### config.mk
export PLATFORM = sky130hd
export DESIGN_NAME = tlight_ctrl
export DESIGN_NICKNAME = d
export VERILOG_FILES = /design/src/rtl/tlight_pkg.sv /design/src/rtl/tlight_timer.sv /design/src/rtl/tlight_ctrl.sv
export SDC_FILE = /design/constraint.sdc
export NUM_CORES = 1
export LEC_CHECK = 0
export ABC_CLOCK_PERIOD_IN_PS = 4700
export BUFFER_PORTS_ARGS = -buffer_cell sky130_fd_sc_hd__buf_4
export CORE_MARGIN = 3
export CORE_UTILIZATION = 50
export CTS_BUF_LIST = sky130_fd_sc_hd__clkbuf_2 sky130_fd_sc_hd__clkbuf_4 sky130_fd_sc_hd__clkbuf_8
export CTS_CLUSTER_DIAMETER = 200
export DETAILED_ROUTE_END_ITERATION = 8
export PLACE_DENSITY = 0.73
export SYNTH_ARGS = -nofsm -noshare
export SYNTH_HDL_FRONTEND = slang
export SYNTH_SLANG_ARGS = --single-unit
### constraint.sdc
create_clock -name Cp -period 4.7 [get_ports Cp]
set_input_delay 0.47 -clock Cp [delete_from_list [all_inputs] [get_ports Cp]]
set_output_delay 0.47 -clock Cp [all_outputs]
set_load 0.1 [all_outputs]
### src/rtl/tlight_pkg.sv
// Shared types and helpers for the four-way intersection light controller.
// State codes double as the debug phase output.
package tlight_pkg;

    typedef enum logic [2:0] {
        ST_ALLRED = 3'd0,
        ST_GREEN  = 3'd1,
        ST_PFLASH = 3'd2,
        ST_YELLOW = 3'd3,
        ST_LEFT   = 3'd4,
        ST_NIGHT  = 3'd5
    } tl_state_e;

    localparam int unsigned APP_W = 0;
    localparam int unsigned APP_E = 1;
    localparam int unsigned APP_S = 2;
    localparam int unsigned APP_N = 3;

    // Approach bits belonging to an axis: 0 -> {W,E}, 1 -> {S,N}.
    function automatic logic [3:0] axis_mask(input logic ax);
        logic [3:0] m;
        m = 4'b0000;
        if (ax) begin
            m[APP_S] = 1'b1;
            m[APP_N] = 1'b1;
        end else begin
            m[APP_W] = 1'b1;
            m[APP_E] = 1'b1;
        end
        return m;
    endfunction

endpackage

### src/rtl/tlight_timer.sv
// Phase tick counter: counts ticks up to limit-1, then wraps to 0 and flags terminal.
// The limit is re-selected by the controller for every state.
module tlight_timer #(
    parameter int CNT_W = 8
) (
    input  logic             clk,
    input  logic             rst_n,
    input  logic             tick,
    input  logic [CNT_W-1:0] limit,
    output logic             term
);

    logic [CNT_W-1:0] cnt_r;

    assign term = tick && (cnt_r == (limit - CNT_W'(1)));

    // Phase counter: clears on terminal so the next phase starts from zero.
    always_ff @(posedge clk or negedge rst_n) begin
        if (!rst_n) begin
            cnt_r <= '0;
        end else if (term) begin
            cnt_r <= '0;
        end else if (tick) begin
            cnt_r <= cnt_r + CNT_W'(1);
        end else begin
            cnt_r <= cnt_r;
        end
    end

endmodule

### src/rtl/tlight_ctrl.sv
// Two-axis intersection controller: phase FSM, pedestrian request latching and
// a registered lamp bus decoded from the next state so lamps change cleanly.
module tlight_ctrl
    import tlight_pkg::*;
#(
    parameter int GREEN_T  = 22,
    parameter int FLASH_T  = 7,
    parameter int YELLOW_T = 3,
    parameter int LEFT_T   = 8,
    parameter int ALLRED_T = 1,
    parameter int CNT_W    = 8
) (
    input  logic       Cp,
    input  logic       reset,
    input  logic       tick,
    input  logic [1:0] ped_req,
    input  logic       night,
    output logic [3:0] veh_r,
    output logic [3:0] veh_y,
    output logic [3:0] veh_l,
    output logic [3:0] veh_g,
    output logic [3:0] ped_r,
    output logic [3:0] ped_g,
    output logic [1:0] ped_ack,
    output logic [2:0] phase,
    output logic       axis
);

    tl_state_e        state_r, state_s;
    logic             axis_r, axis_s;
    logic [1:0]       pend_r, pend_s;
    logic             walk_r, walk_s;
    logic             flash_r, flash_s;
    logic [1:0]       ack_s;
    logic [CNT_W-1:0] limit_s;
    logic             term_s;
    logic [3:0]       mask_s;
    logic [3:0]       veh_r_s, veh_y_s, veh_l_s, veh_g_s, ped_r_s, ped_g_s;

    tlight_timer #(.CNT_W(CNT_W)) u_timer (
        .clk   (Cp),
        .rst_n (reset),
        .tick  (tick),
        .limit (limit_s),
        .term  (term_s)
    );

    // Duration of the current phase; night advances on every tick.
    always_comb begin
        limit_s = CNT_W'(1);
        case (state_r)
            ST_ALLRED: limit_s = CNT_W'(ALLRED_T);
            ST_GREEN:  limit_s = CNT_W'(GREEN_T);
            ST_PFLASH: limit_s = CNT_W'(FLASH_T);
            ST_YELLOW: limit_s = CNT_W'(YELLOW_T);
            ST_LEFT:   limit_s = CNT_W'(LEFT_T);
            ST_NIGHT:  limit_s = CNT_W'(1);
            default:   limit_s = CNT_W'(1);
        endcase
    end

    // Next-state logic; requests latch every cycle, the served axis clears on green entry.
    always_comb begin
        state_s = state_r;
        axis_s  = axis_r;
        pend_s  = pend_r | ped_req;
        walk_s  = walk_r;
        flash_s = flash_r;
        ack_s   = 2'b00;
        case (state_r)
            ST_ALLRED: begin
                if (term_s && night) begin
                    state_s = ST_NIGHT;
                    flash_s = 1'b1;
                end else if (term_s) begin
                    state_s = ST_GREEN;
                    axis_s  = ~axis_r;
                    walk_s  = pend_s[axis_s];
                    if (walk_s) begin
                        pend_s[axis_s] = 1'b0;
                        ack_s[axis_s]  = 1'b1;
                    end else begin
                        ack_s = 2'b00;
                    end
                end else begin
                    state_s = state_r;
                end
            end
            ST_GREEN: begin
                if (term_s) begin
                    state_s = ST_PFLASH;
                    flash_s = 1'b0;
                end else begin
                    state_s = state_r;
                end
            end
            ST_PFLASH: begin
                if (term_s) begin
                    state_s = ST_YELLOW;
                    walk_s  = 1'b0;
                end else if (tick) begin
                    flash_s = ~flash_r;
                end else begin
                    flash_s = flash_r;
                end
            end
            ST_YELLOW: begin
                if (term_s) begin
                    state_s = ST_LEFT;
                end else begin
                    state_s = state_r;
                end
            end
            ST_LEFT: begin
                if (term_s) begin
                    state_s = ST_ALLRED;
                end else begin
                    state_s = state_r;
                end
            end
            ST_NIGHT: begin
                // Leaving night points axis at 1 so the first green goes to axis 0.
                if (tick && !night) begin
                    state_s = ST_ALLRED;
                    axis_s  = 1'b1;
                    flash_s = 1'b0;
                end else if (tick) begin
                    flash_s = ~flash_r;
                end else begin
                    flash_s = flash_r;
                end
            end
            default: begin
                state_s = ST_ALLRED;
                axis_s  = 1'b1;
                walk_s  = 1'b0;
                flash_s = 1'b0;
            end
        endcase
    end

    assign mask_s = axis_mask(axis_s);

    // Lamp decode from the next state so the lamp registers update with the state.
    always_comb begin
        veh_r_s = 4'hF;
        veh_y_s = 4'h0;
        veh_l_s = 4'h0;
        veh_g_s = 4'h0;
        ped_r_s = 4'hF;
        ped_g_s = 4'h0;
        case (state_s)
            ST_GREEN: begin
                veh_g_s = mask_s;
                veh_r_s = ~mask_s;
                if (walk_s) begin
                    ped_g_s = mask_s;
                    ped_r_s = ~mask_s;
                end else begin
                    ped_r_s = 4'hF;
                end
            end
            ST_PFLASH: begin
                veh_g_s = mask_s;
                veh_r_s = ~mask_s;
                if (walk_s) begin
                    ped_r_s = ~mask_s;
                    ped_g_s = flash_s ? mask_s : 4'h0;
                end else begin
                    ped_r_s = 4'hF;
                end
            end
            ST_YELLOW: begin
                veh_y_s = mask_s;
                veh_r_s = ~mask_s;
            end
            ST_LEFT: begin
                veh_l_s = mask_s;
                veh_r_s = 4'hF;
            end
            ST_NIGHT: begin
                veh_r_s = 4'h0;
                ped_r_s = 4'h0;
                veh_y_s = flash_s ? 4'hF : 4'h0;
            end
            default: begin
                veh_r_s = 4'hF;
                ped_r_s = 4'hF;
            end
        endcase
    end

    // Controller state registers.
    always_ff @(posedge Cp or negedge reset) begin
        if (!reset) begin
            state_r <= ST_ALLRED;
            axis_r  <= 1'b1;
            pend_r  <= 2'b00;
            walk_r  <= 1'b0;
            flash_r <= 1'b0;
        end else begin
            state_r <= state_s;
            axis_r  <= axis_s;
            pend_r  <= pend_s;
            walk_r  <= walk_s;
            flash_r <= flash_s;
        end
    end

    // Registered lamp bus and acknowledge pulses.
    always_ff @(posedge Cp or negedge reset) begin
        if (!reset) begin
            veh_r   <= 4'hF;
            veh_y   <= 4'h0;
            veh_l   <= 4'h0;
            veh_g   <= 4'h0;
            ped_r   <= 4'hF;
            ped_g   <= 4'h0;
            ped_ack <= 2'b00;
        end else begin
            veh_r   <= veh_r_s;
            veh_y   <= veh_y_s;
            veh_l   <= veh_l_s;
            veh_g   <= veh_g_s;
            ped_r   <= ped_r_s;
            ped_g   <= ped_g_s;
            ped_ack <= ack_s;
        end
    end

    assign phase = state_r;
    assign axis  = axis_r;

endmodule

==> results.toml, run 1 <==
[clock_tree]
tritoncts = "done"
insertion_delay_ns = 0.29
ctsResizeCount = 0
cts_root_buffer = "clkbuf_8"
cts_buffer_depth = 2
cts_buffers = 5
cts.sinks = 30
clk_pin_slew_worst_paths_ns = 0.07
postCtsHoldBufs = 0
htreeDepth = 2
cts_setup_buffers = 0

[yosys]
netlist_area_um2 = 1939
synthArstFlopShare = 1.000
ys_dominant_reg_cell = "dfrtp_1"
yosysWarningCount = 0
synth-edff-count = 0
seq_area_frac_synth = 0.3903
syn_area_per_cell_um2 = 9.414
synth_cell_type_count = 58
synth_nets = 214
syn_inst = 206
synth_seq_cells = 30

[setup_path]
crit_family = "simple AND/OR/NAND/NOR gates"
arrival_ns = 3.81
endpoint_kind = "register"
cp-start-kind = "register"
critPathKind = "register to register"
crit_chain = "clkinv_1 -> nand2_1 -> nand2_1 -> ha_1 -> or4b_1 -> a31o_1 -> a221oi_2 -> and2_1 -> nor4_1 -> a221o_1 -> and2_1"
crit_fanout = 14
crit_buf_inv = 1
crit_slowest_cell = "and2_1"
crit_path_max_incr_delay_ns = 0.56
cp_data_required_time_ns = 4.88

[placement]
io_buffers = 35
gp_congestion = 0.8641
dp.final_hpwl_um = 3087
post-place-ws_ns = 1.146

[global_routing]
grt_pass1_vias = 1461
grt.overflow.total = 0
track_usage = 0.2030
grt_pass1_wl_um = 7003
grt_max_degree = 31
antenna_found_initial = 0

[final_layout]
final_cell_mix = "38 x buf_4, 25 x dfrtp_1, 18 x nor2_1"
final_common_cell = "buf_4"
area_delta_synth_final_pct = 16.52
nNetsFinal = 234
antennaDiodeCount = 0
fillCellCount = 317
drive_above_1_share = 0.2731

[drt]
vias = 1606
drt-initial-drc-count = 68
antenna_left = 0
drt-pass1-iter-count = 4
post_drt_wl_per_cell_um = 15.89
wirelength_um = 4369
drc_errors = 0
vias_per_cell = 5.840

[floorplanning]
rows = 22
io-pin-count = 36
core_um2 = 3689
die_width_um = 68.28
dieArea_um2 = 4662
start_util = 0.5258
die_h_um = 68.28

[sta]
slew-limit-headroom = 0.5566
fin_crit_sh = 0.7722
hold_viol = 0
fin_tns_setup_ns = 0
rsz0062_at_grt = "false"
clock.fmax_mhz = 275.5
worst_pin_slew_ns = 0.6629
fin_ws_ns = 1.071
finClkSkew_ns = 0.005179
setup_viol = 0
fin_crit_ns = 3.629
drv_slew = 0

[worst_hold_path]
worstHoldPathType = "input pin to asynchronous set/reset pin"

[outcome]
outcome = "finished clean"

[job]
max_cap_violations = 0
[flip-flops by register name, summed over array words and instances, names as in the netlist]
signal / count
ped_g: 2
axis: 1
veh_g: 2
pend_r: 2
veh_l: 2
walk_r: 1
ped_ack: 2
ped_r: 2
veh_y: 2
phase: 3
flash_r: 1
u_timer.cnt_r: 8
veh_r: 2
[metal layers]
layer | up-vias | track usage | part of all wire
met5 | - | 0 | 0
li1 | 775 | - | -
met1 | 758 | 0.2607 | 0.44
met4 | 0 | 0.1117 | 0.027
met2 | 62 | 0.3213 | 0.48
met3 | 11 | 0.03612 | 0.054
[per-stage QoR]
step	instance area (um2)	util	cells	hold slack (ns)
after global routing	2260	0.6126	275	0.1203
after global placement	2117	0.5739	267	0.4158
final	2260	0.6126	275	0.09506
after detailed placement	2117	0.5739	267	0.4194
after floorplan	1939	-	206	0.1744
after CTS	2260	0.6126	275	0.1072
[worst paths after layout]
check,start,endpoint,slack [ns],cells past startpoint
min in group Cp,ped_req[0],pend_r[0],0.46,3
setup / recovery,phase[0],veh_g[2],1.07,11
max in group asynchronous,reset,veh_r[1],4.29,1
setup reg to reg,phase[0],veh_g[2],1.07,11
hold / removal,reset,pend_r[0],0.1,1
hold reg to reg,u_timer.cnt_r[7],u_timer.cnt_r[7],0.50,1
[kinds of logic after synthesis]
family                     Yosys count  share of synthesized area
and+or+nand+nor                     76                     0.2200
AOI/OAI and AO/OA                   45                     0.1897
buffers and inverters               36                     0.1084
DFF                                 30                     0.3903
xor gates and xnor gates            15                    0.06774
muxes                                2                    0.01097
adders and majority gates            2                    0.01290
[final cells by class]
cell class | count | area [um2] | area share
Tap cell | 48 | 60.06 | 0.02658
Multi-Input combinational cell | 140 | 972.2 | 0.4302
Inverter | 11 | 42.54 | 0.01883
Timing Repair Buffer | 38 | 285.3 | 0.1262
Clock buffer | 6 | 82.58 | 0.03654
Clock inverter | 2 | 60.06 | 0.02658
Sequential cell | 30 | 757.0 | 0.3350
[synth_stat cells (all sizes together), types with 5 or more instances]
master,number,area share
nand3,10,0.026
xnor2,8,0.036
nor2,18,0.035
inv,8,0.015
nor3,10,0.026
dfrtp,25,0.32
nor4,6,0.027
xor2,7,0.032
buf,21,0.079
nand2,11,0.023
dfstp,5,0.068
o21ai,6,0.015
a21oi,7,0.018
Power of run 1 is not shown: default switching activity piles up to over one toggle a cycle in this logic, so the estimate is an artifact.
==> inputs of run 2 (changes only) <==
--- a/config.mk
+++ b/config.mk
@@ -5,14 +5,15 @@
 export SDC_FILE = /design/constraint.sdc
 export NUM_CORES = 1
 export LEC_CHECK = 0
-export ABC_CLOCK_PERIOD_IN_PS = 4700
+export ABC_AREA = 1
+export ABC_CLOCK_PERIOD_IN_PS = 3300
 export BUFFER_PORTS_ARGS = -buffer_cell sky130_fd_sc_hd__buf_4
 export CORE_MARGIN = 3
 export CORE_UTILIZATION = 50
 export CTS_BUF_LIST = sky130_fd_sc_hd__clkbuf_2 sky130_fd_sc_hd__clkbuf_4 sky130_fd_sc_hd__clkbuf_8
 export CTS_CLUSTER_DIAMETER = 200
 export DETAILED_ROUTE_END_ITERATION = 8
-export PLACE_DENSITY = 0.73
+export PLACE_DENSITY = 0.76
 export SYNTH_ARGS = -nofsm -noshare
 export SYNTH_HDL_FRONTEND = slang
 export SYNTH_SLANG_ARGS = --single-unit
==> constraint.sdc (replaced) <==
create_clock -name Cp -period 3.3 [get_ports Cp]
set_input_delay 0.33 -clock Cp [delete_from_list [all_inputs] [get_ports Cp]]
set_output_delay 0.33 -clock Cp [all_outputs]
set_load 0.1 [all_outputs]
==> run 2 against run 1 <==
Effect of this change:
- setup slack lost 0.60 ns
- wire length is 14% lower
- clock-buffer cell count stayed put
- first-iteration DRC count rose by 13%
- critical path depth increased by 6
- via count down 6.4%
- final cell count up 11%
- global-route usage decreased by 0.63 points
==> results.toml, run 2 <==
[setup_path]
crit_buf_inv = 2
cp-start-kind = "register"
crit_slowest_cell = "dfrtp_1"
r2r_slack_ns = 0.47
crit_chain = "inv_1 -> nor3_1 -> nor2_1 -> ha_1 -> nor2_1 -> nor2_1 -> nand3_1 -> nor2_2 -> nand3_4 -> nor2_4 -> nand2_1 -> nand2_2 -> nand3_4 -> inv_4 -> nand3_1 -> nand2_1 -> nand2_1"
endpoint_kind = "register"
crit_fanout = 7
path_depth = 17
reg2reg_depth = 17
crit_path_max_incr_delay_ns = 0.49
crit_family = "simple AND/OR/NAND/NOR gates"
cp_data_required_time_ns = 3.58
critPathKind = "register to register"
arrival_ns = 3.11

[global_routing]
antenna_found_initial = 0
grt_max_degree = 31
grt_pass1_vias = 1410
grt.overflow.total = 0
track_usage = 0.1967
grt_pass1_wl_um = 6375

[final_layout]
final_cell_mix = "38 x nand2_1, 35 x buf_4, 30 x inv_1"
largest_reg_flops = 8
nNetsFinal = 266
fillCellCount = 332
final_core_util = 0.6194
area_delta_synth_final_pct = 15.74
ff_latch_area_um2 = 757.0
final_common_cell = "nand2_1"
antennaDiodeCount = 0
multi_input_area_um2 = 819.5
top_register = "u_timer.cnt_r"
finalNonFillerCells = 305
drive_above_1_share = 0.3320

[clock_tree]
tritoncts = "done"
cts_buffers = 5
cts.sinks = 30
cts_root_buffer = "clkbuf_4"
cts_buffer_depth = 2
ctsResizeCount = 0
clk_pin_slew_worst_paths_ns = 0.10
cts_setup_buffers = 0
postCtsHoldBufs = 1
htreeDepth = 2
insertion_delay_ns = 0.35

[yosys]
yosysWarningCount = 0
ys_dominant_reg_cell = "dfrtp_1"
synth_compound_area_frac = 0.05270
synth_seq_cells = 30
synth_area_leader_cell = "dfrtp_1"
synth_top_family_by_area = "simple AND/OR/NAND/NOR gates"
synthMuxAreaShare = 0
synth_common_cells = "38 x nand2_1, 30 x inv_1, 25 x dfrtp_1"
synth.most_common_cell = "nand2_1"
synthArstFlopShare = 1.000
synth.top_cells.by_area = "dfrtp_1 34%, nand2_1 7.8%, dfstp_2 7.2%"
synth-edff-count = 0
netlist_area_um2 = 1828
seq_area_frac_synth = 0.4141
syn_inst = 229
syn_area_per_cell_um2 = 7.983
synthDominantCellAreaShare = 0.3422
synth_cell_type_count = 31
synthXorXnorAreaFrac = 0.02396
synth-adder-area-share = 0.01369
synth_nets = 237
yosys.area_share.simple = 0.3580

[sta]
fin_crit_ns = 2.830
clock.fmax_mhz = 353.4
hold_viol = 0
fin_crit_sh = 0.8575
setup_viol = 0
fin_tns_setup_ns = 0
drv_slew = 0
finClkSkew_ns = 0.008212
rsz0062_at_grt = "false"
slew-limit-headroom = 0.6932
worst_pin_slew_ns = 0.4566
whs_ns = 0.2366

[drt]
drt-pass1-iter-count = 5
antenna_left = 0
drt-initial-drc-count = 77
post_drt_wl_per_cell_um = 12.35
drc_errors = 0
vias_per_cell = 4.931
wirelength_um = 3767
vias = 1504

[placement]
dp.final_hpwl_um = 2975
gp_congestion = 1.000
dp_cells = 296
io_buffers = 35

[worst_hold_path]
worstHoldPathType = "input pin to register"
hold_depth = 2

[floorplanning]
rows = 21
start_util = 0.5352
core_um2 = 3416
dieArea_um2 = 4418
io-pin-count = 36
die_width_um = 66.47
die_h_um = 66.47

[outcome]
outcome = "finished clean"

[job]
max_cap_violations = 0
-- run 2: cells by family after synthesis --
logic type | after synthesis
adder cells (fa/ha/maj) | 2
XOR/XNOR | 5
AO/OA/AOI/OAI | 18
flip-flops | 30
buffers and inverters | 52
AND/OR/NAND/NOR | 122
-- run 2: metrics by stage --
step,setup slack (ns),instance area [um2]
finish,0.4703,2116
floorplan,0.1863,1828
global route,0.1305,2116
CTS,0.4823,2116
global placement,0.5828,2042
detailed placement,0.5071,2042
-- run 2: worst register-to-register path: stages (launching register included) --
cell     delay, ns
dfrtp_1       0.49
inv_1         0.12
nor3_1        0.42
nor2_1        0.09
ha_1          0.31
nor2_1        0.06
nor2_1        0.09
nand3_1       0.09
nor2_2        0.14
nand3_4       0.11
nor2_4        0.19
nand2_1       0.10
nand2_2       0.09
nand3_4       0.12
inv_4         0.11
nand3_1       0.11
nand2_1       0.09
nand2_1       0.05
-- run 2: final timing paths --
check,startpoint,end
min in group asynchronous,reset,ped_g[2]
max,phase[0],ped_r[1]
min,tick,u_timer.cnt_r[0]
min reg2reg,u_timer.cnt_r[7],u_timer.cnt_r[7]
max in group asynchronous,reset,axis
max reg2reg,phase[0],ped_r[1]
-- run 2: cell type report --
type,count,area share
clock buffers,6,0.02425
clock inverters,2,0.005914
inverters,38,0.06860
multi-input cells,147,0.3873
flip-flops and latches,30,0.3578
well taps,46,0.02720
repair buffers,36,0.1289
-- run 2: layer usage --
layer	routed length (um)	share of wire	GRT usage	vias up
met5	0	0	0	-
met2	1652	0.44	0.2689	53
met1	1778	0.47	0.2753	681
met4	76	0.020	0.1142	0
li1	-	-	-	764
met3	259	0.069	0.05396	6
Power of run 2 is left out for the same reason.
